$ cat src/rtl/decode_stage_pkg.sv
// Shared RV32I core types: ALU ops, branch conditions, opcode constants and
// the registered decode bundle handed to execute.
package decode_stage_pkg;

    typedef logic [31:0] word_t;

    typedef enum logic [3:0] {
        ALU_OP_ADD,
        ALU_OP_SUB,
        ALU_OP_SLL,
        ALU_OP_SLT,
        ALU_OP_SLTU,
        ALU_OP_XOR,
        ALU_OP_SRL,
        ALU_OP_SRA,
        ALU_OP_OR,
        ALU_OP_AND
    } alu_op_e;

    typedef enum logic [2:0] {
        BR_NONE,
        BR_ALWAYS,
        BR_EQ,
        BR_NE,
        BR_LT,
        BR_GE,
        BR_LTU,
        BR_GEU
    } br_cond_e;

    localparam logic [6:0] OPC_OP     = 7'b0110011;
    localparam logic [6:0] OPC_OP_IMM = 7'b0010011;
    localparam logic [6:0] OPC_LUI    = 7'b0110111;
    localparam logic [6:0] OPC_AUIPC  = 7'b0010111;
    localparam logic [6:0] OPC_JAL    = 7'b1101111;
    localparam logic [6:0] OPC_JALR   = 7'b1100111;
    localparam logic [6:0] OPC_LOAD   = 7'b0000011;
    localparam logic [6:0] OPC_STORE  = 7'b0100011;
    localparam logic [6:0] OPC_BRANCH = 7'b1100011;

    typedef struct packed {
        word_t    pc;
        alu_op_e  alu_op;
        word_t    imm;
        logic [4:0] rs1;
        logic [4:0] rs2;
        logic [4:0] rd;
        logic     a_sel_pc;
        logic     b_sel_imm;
        logic     rd_we;
        br_cond_e br_cond;
        logic     illegal;
    } decode_bundle_t;

    // alt is funct7[5]; it only matters for funct3 000 (SUB) and 101 (SRA).
    function automatic alu_op_e funct3_op(input logic [2:0] f3, input logic alt);
        alu_op_e op;
        case (f3)
            3'b000:  op = alt ? ALU_OP_SUB : ALU_OP_ADD;
            3'b001:  op = ALU_OP_SLL;
            3'b010:  op = ALU_OP_SLT;
            3'b011:  op = ALU_OP_SLTU;
            3'b100:  op = ALU_OP_XOR;
            3'b101:  op = alt ? ALU_OP_SRA : ALU_OP_SRL;
            3'b110:  op = ALU_OP_OR;
            default: op = ALU_OP_AND;
        endcase
        return op;
    endfunction

endpackage

$ cat src/rtl/decode_stage_imm_gen.sv
// Combinational RV32I immediate extraction; the format is chosen by opcode.
// OP-IMM shifts yield the zero-extended shamt instead of the I-immediate.
module imm_gen
    import decode_stage_pkg::*;
(
    input  word_t instr,
    output word_t imm
);

    logic [6:0] opcode;
    logic [2:0] funct3;

    assign opcode = instr[6:0];
    assign funct3 = instr[14:12];

    always_comb begin
        imm = '0;
        case (opcode)
            OPC_OP_IMM: begin
                if (funct3[1:0] == 2'b01)
                    imm = {27'b0, instr[24:20]};
                else
                    imm = {{20{instr[31]}}, instr[31:20]};
            end
            OPC_JALR, OPC_LOAD:
                imm = {{20{instr[31]}}, instr[31:20]};
            OPC_STORE:
                imm = {{20{instr[31]}}, instr[31:25], instr[11:7]};
            OPC_BRANCH:
                imm = {{19{instr[31]}}, instr[31], instr[7], instr[30:25], instr[11:8], 1'b0};
            OPC_LUI, OPC_AUIPC:
                imm = {instr[31:12], 12'b0};
            OPC_JAL:
                imm = {{11{instr[31]}}, instr[31], instr[19:12], instr[20], instr[30:21], 1'b0};
            default:
                imm = '0;
        endcase
    end

endmodule

$ cat src/rtl/decode_stage.sv
// Registered RV32I decode stage: decodes one fetched word per cycle into the
// execute control bundle behind a single valid/ready output register.
module decode_stage
    import decode_stage_pkg::*;
#(
    parameter word_t RESET_PC = 32'h0000_0000
) (
    input  logic       clk_in,
    input  logic       reset_in,
    input  word_t      instr_in,
    input  word_t      pc_in,
    input  logic       valid_in,
    output logic       ready_out,
    output logic       valid_out,
    input  logic       ready_in,
    input  logic       flush_in,
    output word_t      pc_out,
    output alu_op_e    alu_op_out,
    output word_t      imm_out,
    output logic [4:0] rs1_out,
    output logic [4:0] rs2_out,
    output logic [4:0] rd_out,
    output logic       a_sel_pc_out,
    output logic       b_sel_imm_out,
    output logic       rd_we_out,
    output br_cond_e   br_cond_out,
    output logic       illegal_out
);

    localparam decode_bundle_t RESET_BUNDLE = '{
        pc:        RESET_PC,
        alu_op:    ALU_OP_ADD,
        imm:       32'h0,
        rs1:       5'd0,
        rs2:       5'd0,
        rd:        5'd0,
        a_sel_pc:  1'b0,
        b_sel_imm: 1'b0,
        rd_we:     1'b0,
        br_cond:   BR_NONE,
        illegal:   1'b0
    };

    logic [6:0]     opcode;
    logic [2:0]     funct3;
    logic [6:0]     funct7;
    word_t          imm;
    logic           wr;
    decode_bundle_t dec;
    decode_bundle_t bundle_q;
    logic           valid_q;
    logic           accept;

    assign opcode = instr_in[6:0];
    assign funct3 = instr_in[14:12];
    assign funct7 = instr_in[31:25];

    imm_gen u_imm_gen (
        .instr (instr_in),
        .imm   (imm)
    );

    always_comb begin
        dec           = RESET_BUNDLE;
        wr            = 1'b0;
        dec.pc        = pc_in;
        dec.imm       = imm;
        dec.rs1       = instr_in[19:15];
        dec.rs2       = instr_in[24:20];
        dec.rd        = instr_in[11:7];
        case (opcode)
            OPC_OP: begin
                if (funct7 == 7'b0000000 ||
                    (funct7 == 7'b0100000 && (funct3 == 3'b000 || funct3 == 3'b101))) begin
                    dec.alu_op = funct3_op(funct3, funct7[5]);
                    wr         = 1'b1;
                end else begin
                    dec.illegal = 1'b1;
                end
            end
            OPC_OP_IMM: begin
                // bit 30 is immediate data for ADDI, so only shifts look at it
                dec.alu_op    = funct3_op(funct3, (funct3 == 3'b101) & instr_in[30]);
                dec.b_sel_imm = 1'b1;
                wr            = 1'b1;
            end
            OPC_LUI: begin
                dec.rs1       = '0;
                dec.b_sel_imm = 1'b1;
                wr            = 1'b1;
            end
            OPC_AUIPC: begin
                dec.a_sel_pc  = 1'b1;
                dec.b_sel_imm = 1'b1;
                wr            = 1'b1;
            end
            OPC_JAL: begin
                dec.a_sel_pc  = 1'b1;
                dec.b_sel_imm = 1'b1;
                dec.br_cond   = BR_ALWAYS;
                wr            = 1'b1;
            end
            OPC_JALR: begin
                dec.b_sel_imm = 1'b1;
                dec.br_cond   = BR_ALWAYS;
                wr            = 1'b1;
            end
            OPC_LOAD: begin
                dec.b_sel_imm = 1'b1;
                wr            = 1'b1;
            end
            OPC_STORE: begin
                dec.b_sel_imm = 1'b1;
            end
            OPC_BRANCH: begin
                dec.alu_op = ALU_OP_SUB;
                case (funct3)
                    3'b000:  dec.br_cond = BR_EQ;
                    3'b001:  dec.br_cond = BR_NE;
                    3'b100:  dec.br_cond = BR_LT;
                    3'b101:  dec.br_cond = BR_GE;
                    3'b110:  dec.br_cond = BR_LTU;
                    3'b111:  dec.br_cond = BR_GEU;
                    default: dec.illegal = 1'b1;
                endcase
            end
            default: dec.illegal = 1'b1;
        endcase
        if (dec.illegal) begin
            dec.alu_op    = ALU_OP_ADD;
            dec.br_cond   = BR_NONE;
            dec.a_sel_pc  = 1'b0;
            dec.b_sel_imm = 1'b0;
            wr            = 1'b0;
        end
        dec.rd_we = wr & (dec.rd != 5'd0);
    end

    assign ready_out = !valid_q | ready_in;
    assign accept    = valid_in & ready_out & !flush_in;

    always_ff @(posedge clk_in or posedge reset_in) begin
        if (reset_in) begin
            valid_q  <= 1'b0;
            bundle_q <= RESET_BUNDLE;
        end else if (flush_in) begin
            valid_q  <= 1'b0;
        end else if (accept) begin
            valid_q  <= 1'b1;
            bundle_q <= dec;
        end else if (ready_in) begin
            valid_q  <= 1'b0;
        end
    end

    assign valid_out     = valid_q;
    assign pc_out        = valid_q ? bundle_q.pc : RESET_PC;
    assign alu_op_out    = bundle_q.alu_op;
    assign imm_out       = bundle_q.imm;
    assign rs1_out       = bundle_q.rs1;
    assign rs2_out       = bundle_q.rs2;
    assign rd_out        = bundle_q.rd;
    assign a_sel_pc_out  = bundle_q.a_sel_pc;
    assign b_sel_imm_out = bundle_q.b_sel_imm;
    assign rd_we_out     = bundle_q.rd_we;
    assign br_cond_out   = bundle_q.br_cond;
    assign illegal_out   = bundle_q.illegal;

endmodule

$ cat config.mk
export PLATFORM = sky130hd
export DESIGN_NAME = decode_stage
export DESIGN_NICKNAME = d
export VERILOG_FILES = /design/src/rtl/decode_stage_pkg.sv /design/src/rtl/decode_stage_imm_gen.sv /design/src/rtl/decode_stage.sv
export SDC_FILE = /design/constraint.sdc
export NUM_CORES = 1
export LEC_CHECK = 0
export ABC_AREA = 0
export BUFFER_PORTS_ARGS = -buffer_cell sky130_fd_sc_hd__buf_4
export CORE_ASPECT_RATIO = 1.75
export CORE_MARGIN = 3
export CORE_UTILIZATION = 46
export CTS_BUF_LIST = sky130_fd_sc_hd__clkbuf_4
export CTS_CLUSTER_DIAMETER = 40
export DETAILED_ROUTE_END_ITERATION = 8
export GPL_TIMING_DRIVEN = 1
export HOLD_SLACK_MARGIN = 0.1
export PLACE_DENSITY = 0.76
export SLEW_MARGIN = 25
export SYNTH_ARGS = -nofsm -noshare
export SYNTH_HDL_FRONTEND = slang
export SYNTH_HIERARCHICAL = 1
export SYNTH_SLANG_ARGS = --single-unit
$ cat constraint.sdc
create_clock -name clk_in -period 3.8 [get_ports clk_in]
set_input_delay 0 -clock clk_in [delete_from_list [all_inputs] [get_ports clk_in]]
set_output_delay 0 -clock clk_in [all_outputs]
set_load 0.05 [all_outputs]
==> impl_results.md <==
* Outcome: completed
* Share of the synthesized area in the top cell type at 46.6%
* Nets at 811
* Sequential share of the synthesized area at 46.6%
* Placed insts at between 700 and 800
* Synth Area per Inst at ~8.6 µm²
* Vias per cell at 5.07
* Netlist Area Pre-Place at 4880 µm²
* CTS tree: built
* 1st-iter DRT viols at between 200 and 250
* Final Util at 64.6%
* HPWL after DPL at 9240 µm
* WHS at around 0.21 ns
* Number of synthesized flops with an enable pin at 0
* Total GRT Usage at approximately 23%
* Chip width at roughly 84 µm
* Final hold vios at 0
* Post-cts resize count at 0
* Starting Density at between 40% and 50%
* Power Density at approximately 350 nW/µm²
* Maxcap violations at 0
* ANT nets after route at 0
* WP data required at roughly 4.2 ns
* GP Congestion at roughly 0.86
* Max rail drop VDD at 0.279 mV
* Post-Layout Cell Count at approximately 900
* Synthesized Nets at between 600 and 700
* Largest net degree at the start of global routing at 53
* Clock Sinks at 91
* DRC Markers at 0
* Clock Path Buffers at 2
* Worst-path maximum fanout at 17
* Top cells by area, synth: dfrtp_1 (47%), nand2_1 (19%), buf_4 (8.8%)
* Critical Path End Type: flop
* YS warnings at 6
* Post-layout min period at a little under 3 ns
* Final period utilization at between 70% and 80%
* Skew-Pair Late Insertion Delay at ~0.43 ns
* Synth Register Bits at slightly above 90
* Vias in the first global route at 4647
* Worst-Margin Slew at between 0.9 and 1 ns
* Critical Path Start Type: flop
* Total number of vias at around 4400
* Final-report setup violation count at 0
* Routed len/inst at roughly 16 µm
* Post CTS Setup Buffer Count at 0
* Total die area at 11900 µm²
* Row Count at 49
* Post-Syn Instances at 571
* Post-synth top flop: dfrtp_1
* Tot Pwr at between 2000 and 2500 µW
* GRT overflow at 0
* FILL cells at about 870
* Die Y at between 100 and 150 µm
* CP arrival at around 3.3 ns
* Unrepaired setup endpoints after global routing: false
* Fmax at 346 MHz
* Async SR Flop Fraction at 100%
* Core ar. at slightly above 10000 µm²
* Area leader, netlist: dfrtp_1
* Setup CP Type: flop to flop
* Reg-to-Reg Start: valid_out$_DFFE_PP0P_
* Leakage at roughly 0.0037 µW
* Reg2reg setup slack at around 0.91 ns
* Global-route wire length before repair at 22500 µm
* Worst slew margin at a little under two fifths
* Clk_skew at approximately 0.029 ns
* Port bufs at 160
* Initial antenna violation count at 1
* Root Buffer: clkbuf_4
* Tightest Hold Check Type: input port to async pin
* Cell variety after synth at a little over 60
* CP Launch Point: valid_out$_DFFE_PP0P_
* Boundary Pins at around 160
* Max Slew Vio Count at 0
* Clk slew on worst S/H paths at about 0.15 ns
* Total CTS buffers at 9
* Detailed Route WL at approximately 14000 µm
* Area grow syn2layout at 36.2%
* Layout cells sized above 1 at around a quarter
* H-tree depth at 3
* TritonRoute pass-1 iters at 7
* Setup_tns at 0 ns
## timing repair
action                                  CTS  global route
hold buffers                             74             0
endpoints found under the setup margin    0             0
hold endpoints to repair                130             0
## final timing paths
kind	endpoint	cells after the start
max	a_sel_pc_out$_DFFE_PP0P_	6
min	bundle_q[71]$_DFFE_PP0P_	3
max reg2reg	a_sel_pc_out$_DFFE_PP0P_	6
min reg2reg	bundle_q[81]$_DFFE_PP0P_	2
max in group asynchronous	rs2_out[4]$_DFFE_PP0P_	4
min in group clk_in	imm_out[18]$_DFFE_PP0P_	5
## where the power goes
group	internal, µW	switching, µW	leakage, µW
Sequential	1050	46.4	0.00119
Combinational	244	420	0.00242
Clock	269	314	0.0000815
## cells by family after synthesis
family / Yosys count / synth area share (%)
and+or+nand+nor: 320 / 29.7
xor gates and xnor gates: 1 / 0.179
muxes: 1 / 0.205
DFF: 91 / 46.6
buffers and inverters: 89 / 12.2
AOI/OAI and AO/OA: 69 / 11.1
## state kept, by name (all words and copies together), names as in the netlist
name / flops
a_sel_pc_out: 1
illegal_out: 1
rs2_out: 5
bundle_q: 32
b_sel_imm_out: 1
rs1_out: 5
br_cond_out: 3
valid_out: 1
alu_op_out: 4
imm_out: 32
rd_out: 5
rd_we_out: 1
## worst max-delay path, stage by stage, from the launching register on
cell           delay [ns]
dfrtp_1              0.41
and2b_1              0.21
nor3b_4              0.77
nand4_1              0.18
dlygate4sd3_1        0.60
o21ai_1              0.11
dlygate4sd3_1        0.55
## per-layer routing
layer	vias up	wire, µm	track usage (%)
li1	2133	-	-
met5	-	0	0
met2	158	7430	42.3
met1	2095	5080	25.7
met3	46	699	3.94
met4	0	596	11.9
## cells in the final DEF, fill, tap and decap left out, types with 2 or more instances in the layout
master,instances
and2_1,38
inv_1,6
a22o_1,10
dlygate4sd3_1,74
nand3_1,2
nand2b_1,2
o21ai_2,2
o21ai_0,2
o21a_1,5
clkbuf_4,10
o31ai_1,5
nor2b_1,2
nand2_1,242
a21oi_1,4
bufinv_16,2
clkinv_1,2
nand4_1,3
o21ai_1,3
dfrtp_1,91
nor2_1,11
a21o_1,20
nand3b_1,2
buf_4,166
clkinv_2,2
## metrics by stage
step	setup WS (ns)	area (µm²)
floorplan	1.44	4880
global route	0.740	6650
detailed placement	1.69	5750
CTS	0.932	6650
global placement	1.78	5750
finish	0.907	6650
## synthesized netlist by cell type, drive strengths merged, types with 4 or more instances
| library cell | count |
|---|---|
| a21o | 20 |
| a21oi | 4 |
| a22o | 10 |
| and2 | 38 |
| buf | 69 |
| clkbuf | 11 |
| dfrtp | 91 |
| inv | 8 |
| nand2 | 242 |
| nand4 | 4 |
| nor2 | 11 |
| o21a | 5 |
| o21ai | 7 |
| o31ai | 5 |
## area by class of cell
class	instances	area, µm²	share of cell area [%]
Timing Repair Buffer	241	2010	30.2
Inverter	8	31.3	0.470
Clock inverter	6	80.1	1.20
Antenna cell	1	2.50	0.0376
Clock buffer	10	75.1	1.13
Tap cell	127	159	2.39
Sequential cell	91	2280	34.2
Multi-Input combinational cell	391	2020	30.4
Note: power is estimated with default switching activity, not from simulation.
